[src/rtl/pc_fetch_unit_pkg.sv]
// Shared CPU definitions for the fetch stage: FSM encoding and default widths.
package pc_fetch_unit_pkg;

    localparam int unsigned ADDR_W_DEF  = 16;
    localparam int unsigned INSTR_W_DEF = 16;

    localparam logic [15:0] RESET_PC_DEF = 16'h0000;

    typedef enum logic [1:0] {
        ST_IDLE   = 2'd0,
        ST_REQ    = 2'd1,
        ST_HOLD   = 2'd2,
        ST_SQUASH = 2'd3
    } fetch_state_t;

endpackage : pc_fetch_unit_pkg

[src/rtl/pc_fetch_unit_mux2to1.sv]
// Single-bit 2:1 selector; one instance per next-PC bit.
module mux2to1 (
    input  logic hyrja0,
    input  logic hyrja1,
    input  logic selektori,
    output logic dalja
);

    assign dalja = selektori ? hyrja1 : hyrja0;

endmodule : mux2to1

[src/rtl/pc_fetch_unit.sv]
// PC and instruction-fetch stage: one outstanding imem request, one-entry
// instruction buffer toward decode, redirect squashes in-flight work.
module pc_fetch_unit
    import pc_fetch_unit_pkg::*;
#(
    parameter int unsigned       ADDR_W   = ADDR_W_DEF,
    parameter int unsigned       INSTR_W  = INSTR_W_DEF,
    parameter logic [ADDR_W-1:0] RESET_PC = ADDR_W'(RESET_PC_DEF),
    parameter int unsigned       PC_STEP  = 1
) (
    input  logic               clk,
    input  logic               reset,
    input  logic               redirect,
    input  logic [ADDR_W-1:0]  redirect_addr,
    input  logic               halt,
    output logic               imem_req,
    output logic [ADDR_W-1:0]  imem_addr,
    input  logic               imem_ack,
    input  logic [INSTR_W-1:0] imem_rdata,
    output logic               instr_valid,
    output logic [INSTR_W-1:0] instr,
    output logic [ADDR_W-1:0]  instr_pc,
    input  logic               instr_ready
);

    fetch_state_t      state;
    fetch_state_t      state_next;
    logic [ADDR_W-1:0] pc;
    logic [ADDR_W-1:0] pc_inc;
    logic [ADDR_W-1:0] next_pc;
    logic [ADDR_W-1:0] squash_addr;
    logic              accept_c;
    logic              pc_load_c;
    fetch_state_t      resume_c;

    assign pc_inc    = pc + ADDR_W'(PC_STEP);
    assign accept_c  = (state == ST_REQ) && imem_ack && !redirect;
    assign pc_load_c = redirect || accept_c;
    assign resume_c  = halt ? ST_IDLE : ST_REQ;

    // Next-PC select: sequential increment vs branch target
    for (genvar i = 0; i < int'(ADDR_W); i++) begin : g_next_pc
        mux2to1 u_mux (
            .hyrja0    (pc_inc[i]),
            .hyrja1    (redirect_addr[i]),
            .selektori (redirect),
            .dalja     (next_pc[i])
        );
    end

    always_ff @(posedge clk or posedge reset) begin
        if (reset) begin
            state <= ST_IDLE;
        end else begin
            state <= state_next;
        end
    end

    // Redirect wins in every state; SQUASH waits out the abandoned request
    always_comb begin
        state_next = state;
        case (state)
            ST_IDLE: begin
                state_next = resume_c;
            end
            ST_REQ: begin
                if (redirect && !imem_ack) begin
                    state_next = ST_SQUASH;
                end else if (redirect) begin
                    state_next = resume_c;
                end else if (imem_ack) begin
                    state_next = ST_HOLD;
                end
            end
            ST_HOLD: begin
                if (redirect || instr_ready) begin
                    state_next = resume_c;
                end
            end
            ST_SQUASH: begin
                if (!redirect && imem_ack) begin
                    state_next = resume_c;
                end
            end
            default: begin
                state_next = ST_IDLE;
            end
        endcase
    end

    always_comb begin
        imem_req    = 1'b0;
        instr_valid = 1'b0;
        imem_addr   = pc;
        case (state)
            ST_REQ: begin
                imem_req = 1'b1;
            end
            ST_HOLD: begin
                instr_valid = 1'b1;
            end
            ST_SQUASH: begin
                imem_req  = 1'b1;
                imem_addr = squash_addr;
            end
            default: begin
                imem_req = 1'b0;
            end
        endcase
    end

    // PC, frozen request address and instruction buffer
    always_ff @(posedge clk or posedge reset) begin
        if (reset) begin
            pc          <= RESET_PC;
            squash_addr <= RESET_PC;
            instr       <= '0;
            instr_pc    <= '0;
        end else begin
            if (pc_load_c) begin
                pc <= next_pc;
            end
            if ((state == ST_REQ) && redirect && !imem_ack) begin
                squash_addr <= pc;
            end
            if (accept_c) begin
                instr    <= imem_rdata;
                instr_pc <= pc;
            end
        end
    end

endmodule : pc_fetch_unit
[config.mk]
export PLATFORM = sky130hd
export DESIGN_NAME = pc_fetch_unit
export DESIGN_NICKNAME = d
export VERILOG_FILES = /design/src/rtl/pc_fetch_unit_pkg.sv /design/src/rtl/pc_fetch_unit_mux2to1.sv /design/src/rtl/pc_fetch_unit.sv
export SDC_FILE = /design/constraint.sdc
export NUM_CORES = 1
export LEC_CHECK = 0
export CAP_MARGIN = 20
export CORE_ASPECT_RATIO = 1.2
export CORE_MARGIN = 2
export CORE_UTILIZATION = 51
export CTS_CLUSTER_DIAMETER = 120
export CTS_CLUSTER_SIZE = 16
export DETAILED_ROUTE_END_ITERATION = 7
export GPL_TIMING_DRIVEN = 0
export PLACE_DENSITY = 0.92
export SYNTH_ARGS = -nofsm -noshare
export SYNTH_HDL_FRONTEND = slang
export SYNTH_SLANG_ARGS = --single-unit
[constraint.sdc]
create_clock -name clk -period 5.2 [get_ports clk]
set_input_delay 1.56 -clock clk [delete_from_list [all_inputs] [get_ports clk]]
set_output_delay 1.56 -clock clk [all_outputs]
set_load 0.05 [all_outputs]
Word-level counts from Yosys, hierarchy flattened

Index checks and enable logic that the tools add are counted.

Reductions and logical operators: 13
Equal/unequal tests: 6
Multiplexer cells: 26
Add/sub/neg operators: 1

Operator list:

| kind                  | count |
|---|---|
| $mux 1                | 19 |
| $add 16x1->16 const B | 1 |
| $mux 16               | 1 |
| $mux 2                | 5 |
| $pmux 2 s4            | 1 |
| $logic_and 1x1->1     | 6 |
| $eq 2x2->1 const B    | 2 |
| $ne 2x2->1 const B    | 2 |
| $ne 4x3->1 const B    | 1 |
| $reduce_and 3->1      | 1 |
| $eq 2x1->1 const B    | 1 |
| $logic_not 1->1       | 2 |
| $logic_not 2->1       | 1 |
| $logic_or 1x1->1      | 2 |
| $reduce_or 2->1       | 1 |

Bits of input ports: 38
Output and inout bits: 50
Register bits after elaboration: 66
Logic and storage cells: 51

Longest topological paths before layout

Gate-level depths: netlist of run 1.

Depth in word-level cells: 4
Mapped depth: 5

Cells and area by module

From an unflattened synthesis of run 1, not the netlist that was laid out.

Cells, all modules: 237
Area, all modules: 3294.4 um2

Modules (own cells, without submodules):

| module        | cells an instance | times used | area each (um2) | sequential area each (um2) |
|---|---|---|---|---|
| pc_fetch_unit | 221               | 1          | 3054.2          | 1651.6 |
| mux2to1       | 1                 | 16         | 15.0            | 0.0 |

Worst setup path before layout of run 1

No wires, ideal clock.

Path kind: register to output
Start: register state[0]
End: output imem_addr[0]
Arrival: 1404 ps
Path slack: 2236 ps
Stages on the path, launching flop included: 5
Path through: dfrtp_1 buf_2 nand2_1 buf_2 mux2_2

Cells in the longest elaborated chain, start to end: 2

Ends and longest elaborated chain:

| what                   | RTL line            | source |
|---|---|---|
| from (decl)            | pc_fetch_unit.sv:26 | `fetch_state_t state;` |
| from (signal assigned) | pc_fetch_unit.sv:55 | `state <= state_next;` |
| $eq 2x2->1             | pc_fetch_unit.sv:95 | `case (state)` |
| $mux 16                | pc_fetch_unit.sv:95 |  |
| to (decl)              | pc_fetch_unit.sv:17 | `output logic [ADDR_W-1:0] imem_addr,` |

No other way between the ends.

Worst setup path after layout of run 1

Start: register state[1]
End: output imem_addr[15]

Same word-level chain as after synthesis.

==> run metrics, run 1 <==
die width ~75 um; CTS Hold Bufs 0; RePlAce Congestion just over 0.8; slew margin rel. a little under three fifths; asr flop ratio synth 100%; Worst-path clk slew 0.07 ns; Crit path required time 3.64 ns; maximum clock frequency about 240 MHz; CP Launch Type flip-flop; final net count roughly 370; Synth Warn # 0; CTS Sinks 66; total track usage between 20% and 30%; mapped cell area between 3000 and 4000 um2; Final setup viols 0; Area growth, synth to finish 38.0%; grt ovf 0; most frequent cell after synthesis dfrtp_1; setup total negative slack 0 ns; Routed WL a little over 7000 um; # Max-Cap Violations 0; Slew Limit Fails 0; Syn Inst Count ~240; DR WL/cell 17.1 um; Synth top area share between 50 and 60%; Resized cells post-CTS 0; Seq/Total Area, Yosys a little over half; Post-Place Worst Slack roughly 1.3 ns; Hold Vio Cnt, Final 0; Mean Syn Cell Area between 10 and 15 um2; Pleak 1.75 nW; largest net degree at the start of global routing 38; I/O pins 88; via count roughly 2300; period utilisation layout between 80% and 90%; Main synth FF type dfrtp_1; Synth area leader dfrtp_1; Power Total approximately 2.6 mW; peak fanout along the critical path 10; Worst Max-Slew Pin Slew between 0.6 and 0.7 ns; Min-Delay Path Class flip-flop to flip-flop; Vias/cell between 5 and 6; setup ws final roughly 0.98 ns; Critical Path, Cell by Cell buf_2, nand2_1, buf_2, mux2_2, clkdlybuf4s50_1; DIE AREA roughly 6600 um2; Area after DPL a little over 4000 um2; # rows 30; Core Footprint approximately 5700 um2; clk root buf clkbuf_8; H-tree lvl count 3; CP Capture Type output pin; Layout Utilization between 70% and 80%; WS Path Type flip-flop to output pin; Synth top cells by count 66 x dfrtp_1, 63 x mux2_2, 15 x nand2_1; CTS max path bufs 2; post-route cell area about 4200 um2; CTS tree built; initial antenna violation count 0; Synth cell types 37; power density cells 613 nW/um2; post-CTS setup buffer count 0; Synthesized Nets between 200 and 300; post-route ant nets 0; WP data arrival approximately 2.7 ns; RSZ-0062 raised after global routing false; Post-synth EDFFs 0; layout cell share with drive strength beyond 1 between 20 and 30%; DRT iter0 DRCs 153; Starting Density 53.6%; Die H around 90 um; I/O Buffers 85; Area contributors post-synth dfrtp_1 54%, mux2_2 23%, xnor2_1 2.3%; Finished Layout Cells 419; Max stage delay on crit path 0.71 ns; vias in the first global route 2349; Synth Register Bits 66; DRC viols 0; placed instance count around 400; crit path time final ~4.2 ns; final hold slack approximately 0.49 ns; Final Skew 0.00941 ns; first-pass GRT wire length 11300 um; Peak VDD IR roughly 0.38 mV; Most Frequent Cell on Critical Path buf_2; outcome complete, no violations; TritonCTS buffer count 9; DR pass1 iterations 4; latest clock arrival within the worst-skew pair between 0.3 and 0.4 ns; Post-DP HPWL a little over 5000 um; Antenna Cells 0; Slowest cell on crit path clkdlybuf4s50_1
worst max-delay path: cells and delay by family, from the launching register on:
family | cells | cell delay [ns]
buffers and inverters | 3 | 1.26
multiplexers | 1 | 0.39
flip-flops | 1 | 0.36
AND/OR/NAND/NOR | 1 | 0.31
registers in the layout (all words and copies together) (netlist names):
signal       cells
squash_addr     16
instr           16
pc              16
instr_pc        16
state            2
power by group:
| group | leakage [nW] | switching [mW] | internal (mW) | total, mW |
|---|---|---|---|---|
| clock | 0.101 | 0.187 | 0.221 | 0.408 |
| combinational | 0.860 | 0.823 | 0.516 | 1.34 |
| sequential | 0.789 | 0.116 | 0.720 | 0.836 |
final cells by class:
cell class	instances	area, um2
clock inverter	2	10.0
buffer	15	72.6
timing repair buffer	86	871
inverter	5	18.8
sequential	66	1650
fill	392	1490
tap	80	100
clock buffer	13	179
multi-input combinational	152	1310
cells by family after synthesis:
group	count (synthesis)	synth area share (%)
XOR/XNOR	13	3.73
flip-flops	66	54.1
adder cells (fa/ha/maj)	1	0.409
multiplexers	67	24.7
AND/OR/NAND/NOR	48	9.79
buffers and inverters	20	2.99
AO/OA/AOI/OAI	23	4.38
worst paths after layout:
| path | startpoint | end | slack (ns) | depth (start not counted) |
|---|---|---|---|---|
| setup / recovery | state[1] | imem_addr[15] | 0.98 | 5 |
| hold / removal | instr_pc[9] | instr_pc[9] | 0.49 | 1 |
| setup reg to reg | state[1] | instr_pc[11] | 3.28 | 5 |
| hold reg to reg | instr_pc[9] | instr_pc[9] | 0.49 | 1 |
| max in group asynchronous | reset | squash_addr[11] | 2.96 | 3 |
| min in group asynchronous | reset | squash_addr[10] | 1.62 | 2 |
cells in the final DEF (no fill, tap or decap), types with 5 or more instances in the layout:
cell / instances
buf_2: 8
clkbuf_8: 13
clkdlybuf4s50_1: 85
dfrtp_1: 66
mux2_2: 63
nand2_1: 15
nor2_1: 7
o21ai_0: 12
xnor2_1: 8
xor2_1: 5
routing by layer:
metal | track usage (%) | up-vias | routed length (um)
met5 | 0 | - | 0
met4 | 9.74 | 0 | 101
met3 | 7.18 | 10 | 410
met2 | 38.8 | 81 | 3850
met1 | 27.4 | 1134 | 2810
li1 | - | 1036 | -
Note: power is estimated with default switching activity, not from simulation.
==> run 2: changes to the inputs <==
- CORE_UTILIZATION: 51 -> 47
- PLACE_DENSITY: 0.92 -> 0.86
- clock period: 5.2 -> 3.9 ns (I/O delays scaled with it)
==> run 2 against run 1 <==
Clock skew shrank 0.00066 ns. Clock power grew 72%. Register-to-register slack lost 1.3 ns. Flip-flop and latch count is the same. Worst setup slack worse by 0.88 ns. Global-route usage decreased by 2.6 points. Total power up 39%. Combinational power up 32%. Sequential power up 33%. Final cell count grew 1.2%. First-iteration DRC count shrank 44%. Via count shrank 2.3%. Largest cell class unchanged.
==> run metrics, run 2 (synthesis results as in run 1) <==
total track usage 20.6% (-2.6 points); Vias/cell 5.21 (-3.5%); Seq. cell area 1650 um2 (unchanged); Pleak 1.77 nW (+0.97%); via count 2208 (-2.3%); I/O Buffers 85 (unchanged); RSZ-0062 raised after global routing false; commonest non-fill, non-tap cell in the layout clkdlybuf4s50_1; Finished Layout Cells 424 (+1.2%); routing usage on met1 24.8% (-2.6 points); GR Layer Usage met2 34.5% (-4.3 points); Slew Limit Fails 0 (unchanged); Resized cells post-CTS 0 (unchanged); Min-Delay Path Class flip-flop to flip-flop; # rows 32 (+6.7%); Final setup viols 0 (unchanged); DRT iter0 DRCs 85 (-44%); vias in the first global route 2328 (-0.89%); Filler Cell Count 476 (+21%); outcome complete, no violations; crit path time final ~3.8 ns; GR Util met3 4.68% (-2.5 points); placed instance count 409 (+1.2%); DIE AREA 7160 um2 (+8.1%); Post-DP HPWL 4950 um (-3.8%); Antenna Cells 0 (unchanged); multi-input logic area 1310 um2 (unchanged); final hold slack 0.498 ns (+0.00422 ns); maximum clock frequency 263 MHz; post-route ant nets 0 (unchanged); setup ws final 0.102 ns (-0.878 ns); first-pass GRT wire length 11300 um (+0.12%); die width 77.6 um (+4.0%); # Max-Cap Violations 0 (unchanged); gr busiest metal met2; Starting Density 48.0% (-5.6 points); Core Footprint 6370 um2 (+12%); WS Path Type flip-flop to output pin; WP data arrival 2.63 ns (-0.03 ns); most frequent cells in the layout 85 x clkdlybuf4s50_1, 66 x dfrtp_1, 63 x mux2_2; period utilisation layout between 90% and 100%; CTS Hold Bufs 0 (unchanged); Post-Place Worst Slack 0.492 ns (-0.849 ns); Die H 92.3 um (+4.0%); H-tree lvl count 3 (unchanged); DRC viols 0 (unchanged); RePlAce Congestion 0.792 (-3.6%); CTS tree built; Worst-path clk slew 0.07 ns (about the same); I/O pins 88 (unchanged); CP Capture Type output pin; peak fanout along the critical path 10 (unchanged); DR WL/cell 16.3 um (-5.0%); DR pass1 iterations 4 (unchanged); Area growth, synth to finish 39.8%; Crit path required time 2.73 ns (-0.91 ns); CP Launch Type flip-flop; Peak VDD IR 0.564 mV (+50%); Final Skew 0.00875 ns (-0.000658 ns); CTS max path bufs 2 (unchanged); setup total negative slack 0 ns (unchanged); final net count 374 (unchanged); TritonCTS buffer count 9 (unchanged); post-CTS setup buffer count 0 (unchanged); latest clock arrival within the worst-skew pair 0.34 ns (about the same); CTS Sinks 66 (unchanged); layout cell share with drive strength beyond 1 29.2% (unchanged); largest net degree at the start of global routing 38 (unchanged); Routed WL 6900 um (-3.9%); Hold Vio Cnt, Final 0 (unchanged); grt ovf 0 (unchanged); clk root buf clkbuf_8; initial antenna violation count 0 (unchanged); slew margin rel. 58.1% (+1.1 points); Worst Max-Slew Pin Slew 0.627 ns (-0.0164 ns); power density cells 839 nW/um2 (+37%)
-- run 2: worst paths after layout --
| path | slack, ns | endpoint | startpoint | cells past startpoint |
|---|---|---|---|---|
| worst max-delay path | 0.10 | imem_addr[3] | state[1] | 5 |
| worst min-delay path | 0.50 | instr_pc[9] | instr_pc[9] | 1 |
| worst max register to register | 1.99 | instr_pc[14] | state[1] | 5 |
| worst min register to register | 0.50 | instr_pc[9] | instr_pc[9] | 1 |
| max in group asynchronous | 2.05 | pc[9] | reset | 3 |
| min in group asynchronous | 1.23 | instr[9] | reset | 2 |
-- run 2: metrics by stage --
step	instance area (um2)	utilization (%)	total power, mW
6_report	4270	67.1	3.58
3_3_place_gp	4010	63.0	2.86
2_1_floorplan	3060	-	2.32
5_1_grt	4270	67.1	3.74
4_1_cts	4270	67.1	3.61
3_5_place_dp	4030	63.3	2.91
-- run 2: final cells by class --
class / count / area share, %
tap: 85 / 2.49
clock inverter: 5 / 2.40
multi-input combinational: 152 / 30.7
timing repair buffer: 86 / 20.4
inverter: 5 / 0.439
clock buffer: 10 / 3.22
buffer: 15 / 1.70
sequential: 66 / 38.7
-- run 2: power by group --
part           internal [mW]  switching, mW
Combinational          0.687           1.08
Clock                  0.437          0.263
Sequential             0.960          0.154
-- run 2: metal layers --
| layer | share of wire (%) | vias to the layer above |
|---|---|---|
| met5 | 0 | - |
| met4 | 2.8 | 0 |
| met3 | 4.2 | 15 |
| met2 | 53 | 59 |
| met1 | 40 | 1099 |
| li1 | - | 1035 |
-- run 2: critical path, cell delays in order (launching register included) --
cell and delay, ns:
dfrtp_1 0.36, buf_2 0.18, nand2_1 0.28, buf_2 0.37, mux2_2 0.39, clkdlybuf4s50_1 0.71
==> run 3: changes to the inputs <==
- SKIP_CTS_REPAIR_TIMING: default -> 1
==> results of run 3 <==
Same layout as run 2: the final DEF is identical, and so are final timing and power.
==> patch, RTL diff (flow settings as in run 2) <==
The 4 states of `fetch_state_t` get a one-hot encoding in 4 bits.
--- a/src/rtl/pc_fetch_unit_pkg.sv
+++ b/src/rtl/pc_fetch_unit_pkg.sv
@@ -6,11 +6,11 @@
 
     localparam logic [15:0] RESET_PC_DEF = 16'h0000;
 
-    typedef enum logic [1:0] {
-        ST_IDLE   = 2'd0,
-        ST_REQ    = 2'd1,
-        ST_HOLD   = 2'd2,
-        ST_SQUASH = 2'd3
+    typedef enum logic [3:0] {
+        ST_IDLE   = 4'b0001,
+        ST_REQ    = 4'b0010,
+        ST_HOLD   = 4'b0100,
+        ST_SQUASH = 4'b1000
     } fetch_state_t;
 
 endpackage : pc_fetch_unit_pkg
Function: no difference found for any inputs over 10 cycles, from zero or initial values and one cycle with reset high; not proved beyond that.
==> patch against run 2 <==
Sequential cell count increased by 2; total power decreased by 8.7%; routed wire length increased by 13%; worst hold slack got worse by 0.016 ns; cell area increased by 3.2%; register-to-register slack got worse by 0.55 ns; critical endpoint is now imem_addr[15]; worst setup slack improved by 0.059 ns; area after synthesis increased by 6.3%.
==> patch: results <==
metrics = {
    "route": {
        "drt-met1-wl_um": 3090,
        "via_count": 2583,
        "drtIter0Drc": 148,
        "route.met2.wl_um": 4110,
        "post_drt_wl_per_cell_um": 16.56,
        "met3_wirelength_um": 395,
    },
    "setup_path": {
        "cp_slowest_cell": "dlygate4sd2_1",
        "ff2ff_path_depth": 4,
        "timing.critical_path.from": "state[0]",
        "critical_path.reg2reg.startpoint": "state[3]",
        "critical_path.max_stage_delay_ns": 0.43,
        "worst-endpoint-arrival_ns": 2.57,
    },
    "logic_synthesis": {
        "synth.avg_cell_area_um2": 11.51,
        "synth_cells": 282,
        "postSynthNetCount": 321,
        "muxShareOfSynthArea_pct": 20.73,
        "synthAdderAreaFrac_pct": 0.3854,
        "synth_top_cells_by_area": "dfrtp_1, mux2_2, o21ai_0, nand2_1, xnor2_1",
        "yosys_register_bits": 68,
        "synth-compound-area-share_pct": 7.823,
        "post_synth_most_frequent_cells": "dfrtp_1, mux2_2, nand2_1",
        "yosys.cell_types.count": 42,
        "seq_area_frac_synth_pct": 52.45,
    },
    "finish": {
        "non_clock_buffer_area_fraction_pct": 21.90,
        "fin_nets": 418,
        "nClkBuffers": 14,
        "multi_input_gate_share_of_total_cell_area_pct": 32.34,
        "nonClockInverterCount": 9,
        "layout.filler_cells": 540,
        "sh_seq_area_pct": 38.61,
        "layout-drive-gt1-share_pct": 22.40,
        "multi_input_gates": 187,
        "stdcell_count": 471,
        "clock_area_share_pct": 3.915,
    },
    "pwr": {
        "pg_seq_mw": 1.15,
        "leakage_nw": 1.899,
        "pwr.group.combinational_mw": 1.62,
        "vdd.ir_drop.worst_v": 0.0004394,
        "power.clock.total_uw": 509,
    },
    "grt": {
        "grt_first_pass_wirelength_um": 12790,
        "groute.layer.met3.usage_pct": 4.451,
        "grt.met2_usage_pct": 39.36,
        "first_global_vias": 2659,
        "grt_util_met1_pct": 26.30,
        "grt.total_usage_pct": 22.25,
    },
    "place": {
        "place.port_buffers": 86,
        "routabilityCongestion": 0.9094,
        "place.detailed.hpwl_um": 5644,
        "place_area_mm2": 0.004237,
        "dp_cells": 456,
        "dp_worst_setup_slack_ns": 0.01024,
    },
    "status": {
        "outcome": "complete, no violations",
    },
    "hold_path": {
        "hold-path-cell-count": 2,
        "hold_start": "instr_pc[11]",
    },
    "sta": {
        "worst_pin_slew_ns": 0.8885,
        "fin_skew_ns": 0.006073,
    },
}
[patch: changes by cell type after synthesis, sizes merged, moves of 5 or more]
cell / before / now
o21ai: 12 / 18
mux2: 66 / 58
nand2: 15 / 22
clkbuf: 6 / 14
a21oi: 3 / 9
buf: 9 / 4
[patch: final timing paths]
| kind | end | slack [ns] |
|---|---|---|
| setup / recovery | imem_addr[15] | 0.16 |
| hold / removal | instr_pc[11] | 0.48 |
| setup reg to reg | instr_pc[5] | 1.44 |
| hold reg to reg | instr_pc[11] | 0.48 |
| max in group asynchronous | state[0] | 1.84 |
| min in group asynchronous | instr[2] | 1.35 |
[patch: tightest hold or removal path, delay by kind of cell, from the launching register on]
kind / cells / cell delay [ns]
AO/OA/AOI/OAI: 1 / 0.06
flip-flops: 1 / 0.34
AND/OR/NAND/NOR: 1 / 0.05
[patch: what timing repair did]
item	in CTS	in global routing
hold endpoints to repair	0	0
setup endpoints to repair	16	6
resized for setup	12	6
pin swaps	0	0
